$ cat src/rtl/write_back.sv
// write_back: final pipeline stage. Retires instructions from execute into the
// architectural register file, updates the flags field, or performs a single-beat
// memory write with a request/acknowledge handshake.
// Optional build macro WRITE_BACK_STATS_EN adds retired_count and stall_count outputs.
module write_back #(
   parameter int NREGS     = 32,
   parameter int FLAGS_REG = 2
) (
   input  logic                 clock,
   input  logic                 reset,
   input  logic                 in_is_valid,
   output logic                 in_hold,
   input  logic [31:0]          in_pc,
   input  logic [4:0]           in_destination_register,
   input  logic                 in_is_writing_memory,
   input  logic [3:0]           in_flags,
   input  logic [31:0]          in_destination_value,
   input  logic                 in_has_upper_value,
   input  logic [31:0]          in_upper_value,
   input  logic [31:0]          in_adjustment_value,
   input  logic                 in_has_flushed,
   output logic [NREGS*32-1:0]  registers,
   output logic                 mem_write,
   output logic [31:0]          mem_address,
   output logic [31:0]          mem_data,
   input  logic                 mem_ack,
`ifdef WRITE_BACK_STATS_EN
   output logic [31:0]          retired_count,
   output logic [31:0]          stall_count,
`endif
   output logic [31:0]          retired_pc
);

   typedef enum logic [1:0] {
      IDLE     = 2'd0,
      UPPER    = 2'd1,
      MEM_WAIT = 2'd2
   } state_t;

   state_t      state;
   state_t      state_next;

   logic [31:0] rf [NREGS];

   logic [31:0] rd_ext;
   logic        rd_in_range;
   logic        rd_writable;
   logic [31:0] rd_value;
   logic        accept;
   logic        accept_live;

   // Pending upper-half write and pending store PC, captured at acceptance
   logic [4:0]  upper_idx;
   logic        upper_en;
   logic [31:0] upper_value;
   logic [31:0] store_pc;

   assign rd_ext      = {27'd0, in_destination_register};
   assign rd_in_range = (rd_ext < 32'(NREGS));
   assign rd_writable = rd_in_range && (in_destination_register != 5'd0);
   // Register 0 is never written, so reading it yields zero naturally
   assign rd_value    = rd_in_range ? rf[in_destination_register] : 32'd0;
   assign accept      = (state == IDLE) && in_is_valid;
   assign accept_live = accept && !in_has_flushed;

   for (genvar g = 0; g < NREGS; g++) begin : g_export
      assign registers[32*g +: 32] = rf[g];
   end

   // State register
   always_ff @(posedge clock) begin
      if (reset) state <= IDLE;
      else       state <= state_next;
   end

   // Next-state decode: stores wait for ack, upper results take one extra cycle
   always_comb begin
      state_next = state;
      case (state)
         IDLE: begin
            if (accept_live) begin
               if (in_is_writing_memory)    state_next = MEM_WAIT;
               else if (in_has_upper_value) state_next = UPPER;
            end
         end
         UPPER:    state_next = IDLE;
         MEM_WAIT: if (mem_ack) state_next = IDLE;
         default:  state_next = IDLE;
      endcase
   end

   // Register file, memory request and retirement bookkeeping
   always_ff @(posedge clock) begin
      if (reset) begin
         for (int i = 0; i < NREGS; i++) rf[i] <= '0;
         in_hold     <= 1'b0;
         mem_write   <= 1'b0;
         mem_address <= '0;
         mem_data    <= '0;
         retired_pc  <= '0;
         upper_en    <= 1'b0;
      end else begin
         in_hold <= (state_next != IDLE);
         case (state)
            IDLE: begin
               if (accept_live) begin
                  if (in_is_writing_memory) begin
                     mem_address <= rd_value + in_adjustment_value;
                     mem_data    <= in_destination_value;
                     mem_write   <= 1'b1;
                     store_pc    <= in_pc;
                  end else begin
                     // Flags first so a destination of FLAGS_REG overrides them
                     rf[FLAGS_REG][30:27] <= in_flags;
                     if (rd_writable) rf[in_destination_register] <= in_destination_value;
                     retired_pc  <= in_pc;
                     upper_idx   <= in_destination_register + 5'd1;
                     upper_en    <= in_has_upper_value && ((rd_ext + 32'd1) < 32'(NREGS));
                     upper_value <= in_upper_value;
                  end
               end
            end
            UPPER: begin
               if (upper_en) rf[upper_idx] <= upper_value;
            end
            MEM_WAIT: begin
               if (mem_ack) begin
                  mem_write  <= 1'b0;
                  retired_pc <= store_pc;
               end
            end
            default: ;
         endcase
      end
   end

`ifdef WRITE_BACK_STATS_EN
   logic retire_now;
   assign retire_now = (accept_live && !in_is_writing_memory) ||
                       ((state == MEM_WAIT) && mem_ack);

   // Retirement and stall event counters
   always_ff @(posedge clock) begin
      if (reset) begin
         retired_count <= '0;
         stall_count   <= '0;
      end else begin
         if (retire_now)             retired_count <= retired_count + 32'd1;
         if (in_hold && in_is_valid) stall_count   <= stall_count + 32'd1;
      end
   end
`endif

endmodule

$ cat config.mk
export PLATFORM = sky130hd
export DESIGN_NAME = write_back
export DESIGN_NICKNAME = d
export VERILOG_FILES = /design/src/rtl/write_back.sv
export SDC_FILE = /design/constraint.sdc
export NUM_CORES = 2
export LEC_CHECK = 0
export ABC_CLOCK_PERIOD_IN_PS = 5800
export CORE_AREA = 2 2 492 494
export CTS_BUF_LIST = sky130_fd_sc_hd__clkbuf_8
export DETAILED_ROUTE_END_ITERATION = 10
export DIE_AREA = 0 0 494 496
export DONT_BUFFER_PORTS = 1
export REMOVE_ABC_BUFFERS = 1
export SYNTH_ARGS = -nofsm -noshare
export SYNTH_HDL_FRONTEND = slang
export SYNTH_SLANG_ARGS = --single-unit
$ cat constraint.sdc
create_clock -name clock -period 5.8 [get_ports clock]
set_clock_uncertainty 0.15 [all_clocks]
set_input_delay 1.16 -clock clock [delete_from_list [all_inputs] [get_ports clock]]
set_output_delay 1.16 -clock clock [all_outputs]
set_load 0.02 [all_outputs]
==> impl_metrics.ini <==
[layout]
n_fill_cell = 24600
postLayoutCoreUtil_pct = 25.7
area_delta_synth_final_pct = 18.5
design.final.nets = 3860
drive_gt1_share_pct = 23.0
multi_input_combinational_cell_area_um2 = 16400
instances_no_fill = 7088
final_design_area_no_fill_um2 = 61600
seq_area_um2 = 34800

[timing]
final_setup_violation_count = 0
sum_of_negative_setup_slack_ns = 0
worst_hold_margin_ns = 0.157
timing_max_transition_violations_final = 0
final_worst_path_period_need_ns = 5.56
finalHoldViolations = 0
finalCritPeriodShare_pct = 95.8
worst_pin_slew_ns = 1.50
unrepaired_setup_endpoints_after_global_routing = false
max-slew-margin-rel_pct = 0.106
clock.fmax_mhz = 180

[grt]
grt_pass1_wl_um = 384000
grt.overflow.total = 0
largest_net_degree_at_the_start_of_global_routing = 263
first_global_vias = 34900
grt_util_all_layers_pct = 24.2
antenna_found_initial = 79

[setup_path]
critPathCapture = mem_address[31]$_SDFFE_PP0P_
cp_max_fo = 261
reg2reg_to = mem_address[31]$_SDFFE_PP0P_
required_ns = 6.57
critical_path.startpoint = in_destination_register[0]
reg2reg_depth = 12
cp-end-kind = flop
worstSetupPathType = input port to flop
reg2reg_from = rf[31][11]$_SDFFCE_PN0P_
critical_path_arrival_ns = 6.33
regToRegSetupSlack_ns = 0.83
startpoint_types = input port

[clock_network]
cts_tree = yes
tritoncts_buffers = 211
cts-root-buf = sky130_fd_sc_hd__clkbuf_8
postCtsResizedCells = 0
clk_slew_on_worst_s_h_paths_ns = 0.07
clock_insertion_delay_worst_skew_ns = 1.02
post-cts-setup-buffer-count = 0
cts_buffer_depth = 3
cts.sinks = 1194
cts_htree_levels = 4

[placed_design]
buffer_ports.inserted = 0
hpwlAfterDp_um = 225000
gp_routability_congestion = 0.912
dpl.cell_count = 6579
place_area_um2 = 56300

[power_and_ir_drop]
total_switching_power_uw = 5720
p_seq_share_pct = 50.7
power.ir.vdd_worst_uv = 242
swShare_pct = 28.1
powerDensity_nw_per_um2 = 330
power.share.combinational_pct = 8.1
power.share.clock_pct = 41.2
cell_internal_pwr_uw = 14600
power.static_leakage_uw = 0.0216

[drt]
avgViaCountPerCell = 5.17
drt_pre_antenna_iters = 6
postRouteAntennaNets = 0
routed_wire_length_per_instance_um = 43.6
drt-initial-drc-count = 5568
total_detailed_routing_wirelength_um = 309000
via_count = 36700
route.detailed.drc = 0

[run]
timing.max_cap.violations = 0

[status]
run_status = finished, final reports clean

[yosys]
yosysSeqAreaShare_pct = 67.0
synth_top_cells_by_area = sky130_fd_sc_hd__edfxtp_1 (63%), sky130_fd_sc_hd__mux4_2 (14%), sky130_fd_sc_hd__nor2_1 (7.9%)
synth_edf_count = 1093
yosysMostFrequentCell = sky130_fd_sc_hd__nor2_1
post_synth.cell_area_avg_um2 = 14.5
most_used_dff_post_synth = sky130_fd_sc_hd__edfxtp_1
synth_top_area_share_pct = 63.2
synth_commonest_cells = sky130_fd_sc_hd__nor2_1 (1,094), sky130_fd_sc_hd__edfxtp_1 (1,093), sky130_fd_sc_hd__mux4_2 (314)
cell_type_with_the_highest_aggregate_area_in_the_netlist = sky130_fd_sc_hd__edfxtp_1
synthesis.area_um2 = 52000
synth_cell_type_count = 71
share_of_synthesized_registers_carrying_an_async_set_or_reset_pct = 0
post_synth_inst_count = 3590
synth.ff_latch_count = 1194
ys.warnings.count = 0

[floorplanning]
die_width_um = 494
std_cell_rows = 180
die-height_um = 496
floorplan.initialDensity_pct = 21.7
ioPinCount = 1266
die_area_um2 = 245000
core_region_area_um2 = 240000

[hold_path]
hold_class = input port to flop
-- registers in the layout (all words and copies together), names as in the netlist --
signal	cells
in_hold	1
mem_address	32
mem_data	32
mem_write	1
retired_pc	32
rf	1024
state	2
store_pc	32
upper_en	1
upper_idx	5
upper_value	32
-- what timing repair did --
item | CTS | global route
hold buffers | 75 | 0
endpoints found under the hold margin | 89 | 0
setup endpoints to repair | 0 | 0
-- cell type report --
class                      instances  share of cell area [%]
antenna                           38                   0.154
clock buffer                     237                    5.29
clock inverter                   159                    1.87
inverter                          14                  0.0934
multi-input combinational       2062                    26.6
sequential                      1194                    56.6
tap                             3185                    6.47
timing repair buffer             199                    2.95
-- worst min-delay path by stage --
stage,from,to,slack [ns],cells after the start
5_1_grt,in_destination_value[21],mem_data[21]$_SDFFE_PP0P_,0.06,2
4_1_cts,reset,retired_pc[20]$_SDFFE_PP0P_,0.005,1
6_report,in_destination_value[0],mem_data[0]$_SDFFE_PP0P_,0.16,2
3_3_place_gp,upper_en$_SDFFE_PP0P_,upper_en$_SDFFE_PP0P_,0.32,2
3_5_place_dp,upper_en$_SDFFE_PP0P_,upper_en$_SDFFE_PP0P_,0.34,2
2_1_floorplan,upper_en$_SDFFE_PP0P_,upper_en$_SDFFE_PP0P_,0.30,2
-- per-stage QoR --
step / setup slack [ns] / total power [µW]
after floorplan: -4.10 / 11100
after global placement: 0.0762 / 12100
after detailed placement: 0.102 / 12100
after CTS: 0.977 / 20500
after global routing: 0.434 / 20900
final: 0.244 / 20400
-- power groups by stage --
stage,Combinational (µW),Sequential (µW),Clock [µW]
floorplan,864,10200,0
global placement,1580,10500,0
detailed placement,1590,10500,0
CTS,1650,10300,8510
global route,1720,10300,8850
finish,1650,10300,8390
-- worst max-delay path: stages --
cell and delay [ns]:
sky130_fd_sc_hd__mux4_2 1.06, sky130_fd_sc_hd__mux4_2 0.58, sky130_fd_sc_hd__mux2_2 0.36, sky130_fd_sc_hd__ha_1 0.44, sky130_fd_sc_hd__nand4_1 0.16, sky130_fd_sc_hd__nor4_1 0.34
sky130_fd_sc_hd__a22oi_1 0.18, sky130_fd_sc_hd__nand4b_1 0.22, sky130_fd_sc_hd__a41oi_2 0.33, sky130_fd_sc_hd__nor3b_1 0.38, sky130_fd_sc_hd__mux2i_1 0.24, sky130_fd_sc_hd__o211a_1 0.16
-- metal layers --
layer / up-vias / share of wire, % / wire length, µm / GRT usage [%]
li1: 13500 / - / - / -
met1: 19000 / 33 / 103000 / 26.2
met2: 3466 / 45 / 139000 / 37.5
met3: 717 / 15 / 45000 / 12.0
met4: 12 / 7.0 / 21700 / 15.7
met5: - / 0.026 / 81 / 0
-- layout by cell type (no fill, tap or decap), types with 20 or more instances in the layout --
cell / netlist / layout
sky130_fd_sc_hd__clkinv_2: 0 / 29
sky130_fd_sc_hd__mux2i_1: 69 / 37
sky130_fd_sc_hd__buf_4: 4 / 114
sky130_fd_sc_hd__diode_2: 0 / 38
sky130_fd_sc_hd__a21oi_1: 91 / 91
sky130_fd_sc_hd__o21ai_0: 20 / 20
sky130_fd_sc_hd__dfxtp_1: 101 / 101
sky130_fd_sc_hd__ha_1: 33 / 33
sky130_fd_sc_hd__mux2_2: 32 / 32
sky130_fd_sc_hd__clkinv_1: 0 / 31
sky130_fd_sc_hd__a211oi_1: 40 / 40
sky130_fd_sc_hd__inv_1: 14 / 79
sky130_fd_sc_hd__mux2i_4: 0 / 32
sky130_fd_sc_hd__a21o_1: 22 / 22
sky130_fd_sc_hd__dlygate4sd3_1: 0 / 74
sky130_fd_sc_hd__nand2_1: 161 / 128
sky130_fd_sc_hd__mux4_2: 314 / 314
sky130_fd_sc_hd__edfxtp_1: 1093 / 1093
sky130_fd_sc_hd__clkbuf_8: 0 / 237
sky130_fd_sc_hd__nand2_2: 1 / 28
sky130_fd_sc_hd__nor2_1: 1094 / 1092
-- logic make-up after synthesis --
| family | count (synthesis) | synth area share, % |
|---|---|---|
| adders and majority gates | 34 | 0.833 |
| buffers and inverters | 334 | 2.78 |
| DFF | 1194 | 67.0 |
| muxes | 416 | 15.7 |
| xor gates and xnor gates | 22 | 0.371 |
| AOI/OAI and AO/OA | 224 | 2.84 |
| and+or+nand+nor | 1366 | 10.4 |
No activity file was read; power rests on OpenSTA's default activity.
